$ cat src/rtl/cpu_pkg.sv
// Shared CPU definitions: default widths, fetch state encoding, PC reset vector.
package cpu_pkg;

    localparam int ADDR_W_DEF  = 8;
    localparam int INSTR_W_DEF = 16;

    // Fetch sequencer states
    typedef enum logic [1:0] {
        ST_IDLE = 2'b00,
        ST_REQ  = 2'b01,
        ST_HOLD = 2'b10
    } fetch_state_e;

    // Address the PC starts from after reset
    localparam logic [7:0] PC_RESET_VEC = 8'h00;

endpackage

$ cat src/rtl/instr_fetch_unit.sv
// Instruction fetch stage: fetches the word at pc_addr over a req/ack memory
// handshake, presents it to the decoder over valid/ready, and drives the PC
// with either the sequential next address or a branch redirect.
module instr_fetch_unit
    import cpu_pkg::*;
#(
    parameter int ADDR_W  = ADDR_W_DEF,
    parameter int INSTR_W = INSTR_W_DEF
) (
    input  logic               clk,
    input  logic               rst,
    input  logic [ADDR_W-1:0]  pc_addr,
    output logic               pc_en,
    output logic [ADDR_W-1:0]  pc_next,
    input  logic               branch_req,
    input  logic [ADDR_W-1:0]  branch_target,
    output logic               imem_req,
    output logic [ADDR_W-1:0]  imem_addr,
    input  logic               imem_ack,
    input  logic [INSTR_W-1:0] imem_rdata,
    output logic               ir_valid,
    input  logic               ir_ready,
    output logic [INSTR_W-1:0] ir_data,
    output logic [ADDR_W-1:0]  ir_pc
);

    localparam logic [ADDR_W-1:0] RESET_ADDR = ADDR_W'(PC_RESET_VEC);

    fetch_state_e        state_q,    state_d;
    logic                squash_q,   squash_d;
    logic                ir_valid_q, ir_valid_d;
    logic [INSTR_W-1:0]  ir_data_q,  ir_data_d;
    logic [ADDR_W-1:0]   ir_pc_q,    ir_pc_d;
    logic                imem_req_q, imem_req_d;
    logic [ADDR_W-1:0]   imem_addr_q, imem_addr_d;
    logic                pc_en_s;
    logic [ADDR_W-1:0]   pc_next_s;

    // Next-state, registered-output next values and combinational PC control
    always_comb begin
        state_d     = state_q;
        squash_d    = squash_q;
        ir_valid_d  = ir_valid_q;
        ir_data_d   = ir_data_q;
        ir_pc_d     = ir_pc_q;
        imem_req_d  = imem_req_q;
        imem_addr_d = imem_addr_q;
        pc_en_s     = 1'b0;
        pc_next_s   = RESET_ADDR;

        case (state_q)
            ST_IDLE: begin
                if (branch_req) begin
                    // Redirect; spend another bubble so the new PC is visible
                    pc_en_s   = 1'b1;
                    pc_next_s = branch_target;
                    state_d   = ST_IDLE;
                end else begin
                    state_d     = ST_REQ;
                    imem_req_d  = 1'b1;
                    imem_addr_d = pc_addr;
                end
            end

            ST_REQ: begin
                if (imem_ack) begin
                    // Request completes in every ack case; default is to drop
                    imem_req_d = 1'b0;
                    squash_d   = 1'b0;
                    state_d    = ST_IDLE;
                    if (branch_req) begin
                        pc_en_s   = 1'b1;
                        pc_next_s = branch_target;
                    end else if (squash_q) begin
                        // Stale data from a fetch overtaken by a branch
                        pc_en_s = 1'b0;
                    end else begin
                        ir_data_d  = imem_rdata;
                        ir_pc_d    = imem_addr_q;
                        ir_valid_d = 1'b1;
                        pc_en_s    = 1'b1;
                        pc_next_s  = imem_addr_q + ADDR_W'(1);
                        state_d    = ST_HOLD;
                    end
                end else if (branch_req) begin
                    // Request cannot be withdrawn: remember to discard its data
                    squash_d  = 1'b1;
                    pc_en_s   = 1'b1;
                    pc_next_s = branch_target;
                end else begin
                    state_d = ST_REQ;
                end
            end

            ST_HOLD: begin
                if (branch_req) begin
                    // Held instruction is on the wrong path; drop it
                    pc_en_s    = 1'b1;
                    pc_next_s  = branch_target;
                    ir_valid_d = 1'b0;
                    state_d    = ST_IDLE;
                end else if (ir_valid_q && ir_ready) begin
                    // PC already advanced at ack time, fetch straight away
                    ir_valid_d  = 1'b0;
                    state_d     = ST_REQ;
                    imem_req_d  = 1'b1;
                    imem_addr_d = pc_addr;
                end else begin
                    state_d = ST_HOLD;
                end
            end

            default: begin
                state_d    = ST_IDLE;
                squash_d   = 1'b0;
                ir_valid_d = 1'b0;
                imem_req_d = 1'b0;
            end
        endcase

        if (rst) begin
            pc_en_s   = 1'b0;
            pc_next_s = RESET_ADDR;
        end else begin
            pc_en_s   = pc_en_s;
            pc_next_s = pc_next_s;
        end
    end

    // State and output registers with synchronous reset
    always_ff @(posedge clk) begin
        if (rst) begin
            state_q     <= ST_IDLE;
            squash_q    <= 1'b0;
            ir_valid_q  <= 1'b0;
            ir_data_q   <= '0;
            ir_pc_q     <= RESET_ADDR;
            imem_req_q  <= 1'b0;
            imem_addr_q <= RESET_ADDR;
        end else begin
            state_q     <= state_d;
            squash_q    <= squash_d;
            ir_valid_q  <= ir_valid_d;
            ir_data_q   <= ir_data_d;
            ir_pc_q     <= ir_pc_d;
            imem_req_q  <= imem_req_d;
            imem_addr_q <= imem_addr_d;
        end
    end

    assign pc_en     = pc_en_s;
    assign pc_next   = pc_next_s;
    assign imem_req  = imem_req_q;
    assign imem_addr = imem_addr_q;
    assign ir_valid  = ir_valid_q;
    assign ir_data   = ir_data_q;
    assign ir_pc     = ir_pc_q;

endmodule

$ cat config.mk
export PLATFORM = sky130hd
export DESIGN_NAME = instr_fetch_unit
export DESIGN_NICKNAME = d
export VERILOG_FILES = /design/src/rtl/cpu_pkg.sv /design/src/rtl/instr_fetch_unit.sv
export SDC_FILE = /design/constraint.sdc
export NUM_CORES = 1
export LEC_CHECK = 0
export BUFFER_PORTS_ARGS = -buffer_cell sky130_fd_sc_hd__buf_4
export CORE_MARGIN = 10
export CORE_UTILIZATION = 37
export CTS_CLUSTER_SIZE = 12
export DETAILED_ROUTE_END_ITERATION = 10
export PLACE_DENSITY_LB_ADDON = 0.05
export SLEW_MARGIN = 10
export SYNTH_ARGS = -nofsm -noshare
export SYNTH_HDL_FRONTEND = slang
export SYNTH_SLANG_ARGS = --single-unit
$ cat constraint.sdc
create_clock -name clk -period 2.24 [get_ports clk]
set_clock_uncertainty 0.2 [all_clocks]
set_input_delay 0.448 -clock clk [delete_from_list [all_inputs] [get_ports clk]]
set_output_delay 0.448 -clock clk [all_outputs]
set_load 0.02 [all_outputs]
=== After elaboration in Yosys (flattened, before gate mapping) ===
Index checks and enable logic that the tools add are counted.

* Output and inout bits: 43
* Register bits after elaboration: 37
* Word-level logic and storage cells: 70

* Add/sub/neg operators: 1
* Bitwise gates (word level): 4
* Reductions and logical operators: 9
* Eq/ne operators: 11
* Mux-type cells: 38

{| class="wikitable"
|+ Operators with widths
! cell !! number
|-
| 8-bit 2-to-1 mux || 8
|-
| 8-bit one-hot mux with 2 select lines || 2
|-
| 1-bit 2-to-1 mux || 17
|-
| 2-bit 2-to-1 mux || 6
|-
| 2-bit != test (second input constant) || 6
|-
| 4-bit AND reduction || 3
|-
| 3-bit != test (second input constant) || 3
|-
| 8-bit by 1-bit adder with 8-bit output (second input constant) || 1
|-
| 1-bit one-hot mux with 3 select lines || 2
|-
| 2-bit one-hot mux with 3 select lines || 1
|-
| 5-bit AND reduction || 1
|-
| 1-bit inverter || 4
|-
| 1-bit one-hot mux with 2 select lines || 2
|-
| 2-bit by 1-bit == test with 1-bit output (second input constant) || 1
|-
| 2-bit == test (second input constant) || 1
|-
| 2-bit zero test || 1
|-
| 2-bit AND reduction || 1
|-
| 2-bit nonzero test || 1
|-
| 2-bit OR reduction || 1
|-
| 1-bit logical AND || 1
|}

=== Longest topological paths before layout ===
Gate-level depths: netlist (run 1).

* Depth after elaboration: 6
* Gate-level depth with buffers: 5

=== Least setup slack after synthesis (run 1) ===
OpenSTA, ideal clock, no wires.

* Kind: reg-to-output
* From: reg imem_addr_q[0], in the netlist imem_addr[0]
* To: out pc_next[6]
* Arrival: 1.697 ns
* Stages on the path, launching flop included: 5
* Data required time: 1.592 ns
* Path buffers: 0
* Path slack: -0.105 ns
* Cell sequence: dfxtp_1 -> ha_1 -> inv_1 -> o31a_1 -> a221oi_1

* Word-level cells in the longest chain between the ends: 6

{| class="wikitable"
|+ Ends and longest elaborated chain
! element !! line !! text
|-
| start: declaration || instr_fetch_unit.sv:35 || <nowiki>logic [ADDR_W-1:0] imem_addr_q, imem_addr_d;</nowiki>
|-
| start signal: assignment || instr_fetch_unit.sv:147 || <nowiki>imem_addr_q <= imem_addr_d;</nowiki>
|-
| 8-bit by 1-bit adder with 8-bit output || instr_fetch_unit.sv:82 || <nowiki>pc_next_s = imem_addr_q + ADDR_W'(1);</nowiki>
|-
| 8-bit 2-to-1 mux || instr_fetch_unit.sv:74 || <nowiki>end else if (squash_q) begin</nowiki>
|-
| 8-bit 2-to-1 mux || instr_fetch_unit.sv:71 || <nowiki>if (branch_req) begin</nowiki>
|-
| 8-bit 2-to-1 mux || instr_fetch_unit.sv:66 || <nowiki>if (imem_ack) begin</nowiki>
|-
| 8-bit one-hot mux with 2 select lines || instr_fetch_unit.sv:51 || <nowiki>case (state_q)</nowiki>
|-
| 8-bit 2-to-1 mux || instr_fetch_unit.sv:121 || <nowiki>if (rst) begin</nowiki>
|-
| end: declaration || instr_fetch_unit.sv:14 || <nowiki>output logic [ADDR_W-1:0] pc_next,</nowiki>
|}

Every way passes these cells.

=== Worst setup path in the final report (run 1) ===
* From: reg state_q[0]
* To: out pc_next[7]

* Word-level cells in the longest chain between the ends: 4
* Elaborated cells on any way between the ends: 6
* Those cells by class: eq/ne (2); mux (2); reduce/logical (2)

{| class="wikitable"
|+ Ends and longest elaborated chain
! element !! line !! text
|-
| start: declaration || instr_fetch_unit.sv:29 || <nowiki>fetch_state_e state_q, state_d;</nowiki>
|-
| start signal: assignment || instr_fetch_unit.sv:141 || <nowiki>state_q <= state_d;</nowiki>
|-
| 2-bit == test or 2-bit zero test (tied branches) || instr_fetch_unit.sv:51 ||
|-
| 2-bit OR reduction (no line) || -- ||
|-
| 8-bit one-hot mux with 2 select lines (*) || instr_fetch_unit.sv:51 ||
|-
| 8-bit 2-to-1 mux (*) || instr_fetch_unit.sv:121 ||
|}

Mark *: on every way between the ends. The rest lies on a longest branch, timed or not.

==> results of run 1 <==
[critical path, stage by stage, from the launching register on]
cell and delay, ns:
dfxtp_4 0.36, a211o_1 0.24, or4_1 0.50, o211ai_1 0.11, buf_4 0.17
[flip-flops by register name, summed over array words and instances (netlist names)]
signal / count
ir_valid: 1
ir_pc: 8
state_q: 2
imem_req: 1
imem_addr: 8
squash_q: 1
ir_data: 16
[layer usage]
layer,up-vias,global-route usage (%),wire length [um]
li1,979,-,-
met4,0,3.48,50
met2,55,23.3,2790
met5,-,0,0
met1,901,19.7,2650
met3,5,5.66,452
[where the power goes]
| group | total [mW] | internal (mW) | switching, mW |
|---|---|---|---|
| sequential | 0.697 | 0.680 | 0.0166 |
| clock | 0.464 | 0.244 | 0.220 |
| combinational | 0.289 | 0.141 | 0.148 |
[cell usage after synthesis, types with 2 or more instances]
cell type  count  share of area, %
dfxtp_1       37                43
nand3_1       37                11
a21oi_1       36                11
o21ai_0       35                10
clkbuf_1      13               2.9
nand2_1        9               2.0
buf_2          6               1.8
nor2_1         6               1.3
nor3_1         3              0.88
xor2_1         3               1.5
a221oi_1       2               1.0
a22oi_1        2              0.88
inv_1          2              0.44
nand2b_1       2              0.73
o22ai_1        2              0.73
o31a_1         2               1.0
[stage by stage]
step | power (mW) | TNS (ns) | worst slack [ns] | util (%) | instances
after floorplan | 0.838 | 0 | 0.0167 | - | 217
after global placement | 0.984 | 0 | 0.0331 | 55.4 | 349
after detailed placement | 0.985 | -0.000605 | -0.000605 | 55.4 | 349
after CTS | 1.45 | -0.0978 | -0.0978 | 58.6 | 359
after global routing | 1.51 | -0.199 | -0.140 | 59.8 | 361
final | 1.45 | -0.0922 | -0.0804 | 59.8 | 361
[final cells by class]
class                      count  area [um^2]
fill                         431         1780
clock buffer                   7         86.3
sequential                    37          758
multi-input combinational    157          917
timing repair buffer         105          800
inverter                       3         11.3
tap                           52         65.1
[worst max-delay path by stage]
stage	startpoint	endpoint	slack (ns)	cells after the start
final	state_q[0]$_SDFFE_PP0P_	pc_next[7]	-0.08	4
after global routing	state_q[0]$_SDFFE_PP0P_	pc_next[7]	-0.14	4
after CTS	state_q[0]$_SDFFE_PP0P_	pc_next[7]	-0.1	4
after detailed placement	branch_req	pc_next[7]	-0.0006	5
after global placement	branch_req	pc_next[7]	0.03	5
after floorplan	branch_req	pc_next[5]	0.02	4
[repair_timing]
action / CTS / global route
hold buffers: 0 / 0
pin swaps: 3 / 2
endpoints found under the setup margin: 4 / 4
buffers inserted: 3 / 2
gates resized for setup: 12 / 10
[cells by family (layout without fill, tap and decap cells)]
| group | Yosys count | in the layout | share of synthesized area [%] |
|---|---|---|---|
| AND/OR/NAND/NOR | 64 | 64 | 19.2 |
| buffers and inverters | 23 | 115 | 5.51 |
| AO/OA/AOI/OAI | 88 | 88 | 29.0 |
| flip-flops | 37 | 37 | 43.5 |
| multiplexers | 1 | 1 | 0.587 |
| adder cells (fa/ha/maj) | 1 | 1 | 0.734 |
| XOR/XNOR | 3 | 3 | 1.54 |
==> metrics.txt, run 1 <==
outcome finished with violations; failing checks setup timing; P_leak ~1.1 nW; P per Cell Area 550 nW/um^2; crit path capture type primary output; # IOs 80; Hold WS approximately 0.22 ns; Initial Util just under 40%; DRT Wirelength about 5.9 mm; RR Startpoint state_q[1]$_SDFFE_PP0P_; Hold Startpoint imem_rdata[4]; Clk pin slew, worst setup/hold paths about 0.070 ns; width of the die roughly 88 um; post-synthesis sequential area ratio roughly 43%; row count 24; hold path depth 3; Synth Instances 217; worst reg2reg path depth 6; Die Area approximately 7700 um^2; core outline area between 4000 and 5000 um^2; I/O Buffers 79; Routability Congestion approximately 0.84; Vias just under 2000; layout net count 347; CP startpoint kind flip-flop; Top FF cell, synth dfxtp_1; Max Slew Vio Count 0; DRT antenna net count 0; relative slew slack roughly four fifths; first-pass GRT wire length 9.54 mm; synth unique cells 36; r2r endpoint ir_pc[1]$_SDFFE_PP0P_; crit path time final roughly 2.3 ns; initial antenna violation count 0; Post-DP Area roughly 2400 um^2; RSZ-0062 raised after global routing yes; Final period util 104%; Final Worst Setup Slack -0.0804 ns; share of flip-flops with an asynchronous set or reset 0%; Synthesis Warnings 0; Clock Sinks 37; Root Driver clkbuf_8; actual slew at the worst max-slew pin 0.294 ns; Hold Fails Final Rpt 0; DP HPWL roughly 4.4 mm; routed length per instance about 16 um; number of synthesized flops with an enable pin 0; worst hold endpoint ir_data[4]$_SDFFE_PP0P_; critical path arrival 1.67 ns; most frequent cells in the layout buf_4 (102), nand3_1 (36), a21oi_1 (36), o21ai_0 (35), dfxtp_1 (29); Die Ht about 90 um; final number of setup-violating endpoints 2; Max-Cap Viols 0; most common cell after layout, fill and taps aside buf_4; required time of the critical path ~1.6 ns; post-route cell area 2640 um^2; Skew-Pair Late Insertion Delay 0.28 ns; Avg Vias per Cell between 5 and 6; Avg Synthesized Cell Area around 7.9 um^2; H-tree depth 2; TritonCTS buffer count 5; vias in the first global route between 1500 and 2000; CTS tree built; Tot GR Track Use between 10% and 20%; largest net degree at the start of global routing 30; Setup CP Type reg -> out; total grt overflow 0; worst hold-check path type in -> reg; Starting DRT DRC Count just under 100; Fmax 0.431 GHz; fraction of layout cells with a size suffix above 1 between 40% and 50%; VDD IR max 0.249 mV; synth-to-layout area growth 54.8%; flops & latches, synth 37; crit-path max FO 4; ANT cells 0; post-synth net total between 200 and 300; first-pass iteration count of the detailed router 4; drt drc 0; setup slack, reg-to-reg 0.53 ns; CTS Buffer Depth 2; Post-Syn Area between 1500 and 2000 um^2
Note: power is estimated with default switching activity, not from simulation.
==> inputs of run 2 (changes only) <==
GPL_TIMING_DRIVEN = 0   (was default)
clock period = 2.3 ns   (was 2.24 ns; I/O delays follow)
==> run 2 against run 1 <==
Clock power decreased by 5.6%. Count of clock-buffer cells in the layout is 1 lower. Flip-flop and latch count unchanged. Sequential share of layout area increased by 0.20 points. The run still ends with setup timing left. Final area is 0.95% higher. Worst hold slack improved by 0.0014 ns. Via count is 4.1% higher. Critical endpoint unchanged. Combinational power down 8.3%. Worst setup slack got worse by 0.030 ns. Critical path type unchanged.
==> metrics.txt, run 2 (synthesis gave the netlist of run 1 again) <==
outcome finished with violations; failing checks setup timing; Fmax ~0.41 GHz; DRT antenna net count 0; sw power a little under 400 uW; # IOs 80; Hold Startpoint pc_addr[5]; Avg Vias per Cell roughly 5.5; DRT Wirelength 6.29 mm; routed length per instance ~17 um; drt drc 0; first-pass iteration count of the detailed router 4; H-tree depth 2; Max Slew Vio Count 0; P per Cell Area between 500 and 600 nW/um^2; CTS tree built; Vias around 2000; Final period util 105%; Comb pwr share 19.1%; CTS Buffer Depth 2; total grt overflow 0; sw frac between 20% and 30%; width of the die slightly below 90 um; first-pass GRT wire length a little under 10 mm; post-route cell area around 2700 um^2; Largest register FFs 16; Root Driver clkbuf_8; most frequent cells in the layout buf_4 (93), nand3_1 (37), a21oi_1 (36), o21ai_0 (35), dfxtp_1 (27); DP HPWL 4.50 mm; Fill cells roughly 410; Starting DRT DRC Count 83; Slowest Stage Delay on Critical Path between 0.5 and 0.6 ns; vias in the first global route between 2000 and 2500; Final Worst Setup Slack -0.110 ns; TritonCTS buffer count 5; VDD IR max ~0.33 mV; ANT cells 0; worst hold endpoint imem_addr[5]$_SDFFE_PP0P_; final core utilization approximately three fifths; Post-DP Area 2370 um^2; row count 24; dpl ws -0.146 ns; hold path depth 3; Clk pin slew, worst setup/hold paths approximately 0.07 ns; Skew-Pair Late Insertion Delay a little under 0.3 ns; fraction of layout cells with a size suffix above 1 39.9%; Hold Fails Final Rpt 0; initial antenna violation count 0; critical path arrival between 1.5 and 2 ns; most common cell after layout, fill and taps aside buf_4; crit-path max FO 7; Seq pwr share between 40 and 50%; clock share of power 31.5%; Int Power ~1000 uW; Layout Cells excl Fill 370; Clock Sinks 37; Tot GR Track Use between 10% and 20%; crit path time final ~2.4 ns; Die Ht just under 90 um; P_leak about 1.1 nW; worst reg2reg path depth 6; worst hold-check path type in -> reg; Initial Util 38.6%; Die Area 7720 um^2; Max-Cap Viols 0; actual slew at the worst max-slew pin between 0.5 and 0.6 ns; RR Startpoint state_q[1]$_SDFFE_PP0P_; CP Cell Sequence nand4_1 -> or4_4 -> o211ai_1 -> buf_4; crit path capture type primary output; Crit-path slowest cell or4_4; layout net count between 300 and 400; Inst Count DP ~350; synth-to-layout area growth 56.2%; relative slew slack roughly three fifths; RSZ-0062 raised after global routing yes; final number of setup-violating endpoints 2; largest net degree at the start of global routing 12; required time of the critical path between 1.5 and 2 ns; r2r endpoint ir_data[2]$_SDFFE_PP0P_; Setup CP Type reg -> out; setup slack, reg-to-reg about 0.45 ns; I/O Buffers 79; CP startpoint kind flip-flop; Routability Congestion 0.787; core outline area 4410 um^2
run 2: changes by cell type in the layout (fill, tap and decap cells not counted), moves of 2 or more:
cell      before  now
buf_2          0    3
dfxtp_1       29   27
dfxtp_4        3    7
buf_4        102   93
buf_8          0    2
dfxtp_2        5    3
clkinv_2       0    2
clkbuf_1       1   12
run 2: power groups by stage:
| stage | logic, mW | registers [mW] | clock network, mW |
|---|---|---|---|
| after CTS | 0.260 | 0.685 | 0.448 |
| after global placement | 0.238 | 0.703 | 0 |
| after global routing | 0.288 | 0.689 | 0.475 |
| after detailed placement | 0.239 | 0.703 | 0 |
| final | 0.265 | 0.686 | 0.438 |
| after floorplan | 0.0985 | 0.718 | 0 |
run 2: layer usage:
layer / share of wire (%) / track usage [%] / up-vias / wire length [um]
li1: - / - / 992 / -
met5: 0 / 0 / - / 0
met3: 9.8 / 6.78 / 10 / 618
met4: 1.3 / 4.64 / 0 / 81
met1: 42 / 19.5 / 942 / 2620
met2: 47 / 24.5 / 76 / 2980
run 2: cell type report:
type                            instances  area (um^2)  area share (%)
Inverter                                3         11.3           0.423
Buffer                                 19          113            4.23
Clock buffer                            6         72.6            2.73
Tap cell                               52         65.1            2.44
Timing Repair Buffer                   94          709            26.6
Sequential cell                        37          771            28.9
Clock inverter                          2         10.0           0.376
Multi-Input combinational cell        157          911            34.2
run 2: critical path, delay by kind of cell, from the launching register on:
family	cells	cell delay [ns]
compound gates	1	0.12
buf+inv	1	0.18
flops	1	0.40
simple gates	2	0.77
run 2: what timing repair did:
action | in CTS | in global routing
setup buffers | 11 | 4
setup endpoints to repair | 9 | 8
hold buffers | 0 | 0
gates cloned | 0 | 0
pin swaps | 5 | 6
gates resized for setup | 28 | 7
run 2: how the worst max path moves through the flow:
stage	startpoint	endpoint	slack, ns	cells past startpoint
2_1_floorplan	branch_req	pc_next[5]	0.05	4
3_3_place_gp	branch_req	pc_next[5]	-0.17	6
3_5_place_dp	branch_req	pc_next[5]	-0.15	6
4_1_cts	state_q[0]$_SDFFE_PP0P_	pc_next[7]	-0.09	4
5_1_grt	imem_addr[3]$_SDFFE_PP0P_	pc_next[7]	-0.17	4
6_report	imem_addr[3]$_SDFFE_PP0P_	pc_next[7]	-0.11	4
run 2: per-stage QoR:
step           hold WS (ns)  power [mW]  setup TNS [ns]
6_report              0.219        1.39          -0.145
5_1_grt               0.218        1.45          -0.383
2_1_floorplan         0.316       0.816               0
3_3_place_gp          0.263       0.941          -0.744
3_5_place_dp          0.268       0.942          -0.745
4_1_cts               0.215        1.39         -0.0873
==> inputs of run 3 (changes only) <==
CORE_UTILIZATION = 38   (was 37)
==> run 3 against run 2 <==
The run still ends with setup timing left. Combinational power up 3%. Die area fell by 2.0%. Flip-flop and latch count stayed put. Sequential share of layout area about the same. Via count down 1.2%. Core utilization grew 0.77 points. First-iteration DRC count rose by 23%. Sequential power about the same.
==> metrics.txt, run 3 (synthesis gave the netlist of run 1 again) <==
outcome finished with violations; failing checks setup timing; row count 24; crit path time final around 2.4 ns; required time of the critical path about 1.6 ns; Starting DRT DRC Count approximately 100; DRT Wirelength around 6.4 mm; P_leak between 1 and 1.5 nW; Crit-path slowest cell or4_1; VDD IR max between 0.3 and 0.4 mV; Fmax about 0.42 GHz; most frequent cells in the layout buf_4 (95), nand3_1 (37), a21oi_1 (36), o21ai_0 (35), dfxtp_1 (28); Max-Cap Viols 0; first-pass iteration count of the detailed router 4; Slowest Stage Delay on Critical Path roughly 0.52 ns; CP bufs+invs 1; post-route cell area ~2700 um^2; Die Ht 87.0 um; kind of cell adding the most delay to the critical path simple AND/OR/NAND/NOR gates; Largest register FFs 16; fraction of layout cells with a size suffix above 1 roughly two fifths; final number of setup-violating endpoints 3; Avg Vias per Cell 5.39; Post-DP Area ~2400 um^2; CP Cell Sequence a211o_1 -> or4_1 -> o211ai_1 -> buf_4; most common cell after layout, fill and taps aside buf_4; RSZ-0062 raised after global routing yes; synth-to-layout area growth 56.1%; Pwr Total about 1.4 mW; Initial Util 39.1%; Vias ~2000; crit path capture type primary output; CTS tree built; critical path arrival 1.72 ns; Routability Congestion just over 0.8; ANT cells 0; routed length per instance about 17 um; initial antenna violation count 0; DP HPWL about 4.5 mm; final core utilization 61.1%; # IOs 80; H-tree depth 2; Inst Count DP approximately 350; CTS Buffer Depth 2; Setup CP Type reg -> out; Max Slew Vio Count 0; total grt overflow 0; Clock Sinks 37; layout net count ~360; Clk pin slew, worst setup/hold paths ~0.07 ns; Final period util 103%; P per Cell Area 533 nW/um^2; relative slew slack roughly 60%; worst hold-check path type in -> reg; I/O Buffers a little under 80; TritonCTS buffer count 5; Skew-Pair Late Insertion Delay about 0.29 ns; Root Driver clkbuf_8; actual slew at the worst max-slew pin just under 0.6 ns; first-pass GRT wire length a little over 10 mm; Layout Cells excl Fill 370; Final TNS setup -0.110 ns; Die Area 7560 um^2; crit-path max FO 4; Final Worst Setup Slack -0.0787 ns; drt drc 0; vias in the first global route between 2000 and 2500; core outline area approximately 4400 um^2; width of the die approximately 87 um; Tot GR Track Use between 15 and 20%; CP startpoint kind flip-flop; largest net degree at the start of global routing 11; Hold Fails Final Rpt 0; DRT antenna net count 0
-- run 3: changes by cell type in the layout (fill, tap and decap cells not counted), sizes merged --
| cell | previous run | this run |
|---|---|---|
| clkbuf | 17 | 19 |
| clkinv | 3 | 1 |
-- run 3: final timing paths --
path	depth (start not counted)	slack, ns	start	end
min reg2reg	2	0.28	imem_req$_SDFFE_PP0P_	imem_req$_SDFFE_PP0P_
max reg2reg	6	0.46	state_q[1]$_SDFFE_PP0P_	ir_data[15]$_SDFFE_PP0P_
min	3	0.22	pc_addr[1]	imem_addr[1]$_SDFFE_PP0P_
max	4	-0.08	state_q[0]$_SDFFE_PP0P_	pc_next[7]
-- run 3: what timing repair did --
action,in CTS,in global routing
endpoints found under the setup margin,9,7
pin swaps,4,5
resized for setup,24,7
hold buffers,0,0
cloned,0,0
setup buffers,8,9
-- run 3: metal layers --
metal  global-route usage, %  routed length (um)  part of all wire, %
met1                    19.7                2730                   43
met2                    25.5                3010                   47
met5                       0                   0                    0
met4                    3.98                  34                 0.53
met3                    7.02                 620                  9.7
-- run 3: final cells by class --
class                   instances  area, um^2
fillers                       424        1690
multi-input cells             157         907
flip-flops and latches         37         769
repair buffers                 96         724
plain buffers                  18        96.3
clock buffers                   7        86.3
well taps                      52        65.1
inverters                       3        11.3
-- run 3: where the power goes --
| part | switching (mW) | internal, mW | total [mW] |
|---|---|---|---|
| clock | 0.223 | 0.238 | 0.461 |
| combinational | 0.142 | 0.132 | 0.274 |
| sequential | 0.0230 | 0.660 | 0.683 |
| total | 0.388 | 1.03 | 1.42 |
-- run 3: worst min-delay path, cell delays in order --
cell and delay (ns):
buf_4 0.11, nand3_1 0.05, a21oi_1 0.05
-- run 3: per-stage QoR --
step	hold slack (ns)	setup slack, ns
6_report	0.218	-0.0787
4_1_cts	0.208	-0.0820
3_5_place_dp	0.268	-0.153
3_3_place_gp	0.262	-0.191
2_1_floorplan	0.316	0.0527
5_1_grt	0.218	-0.134
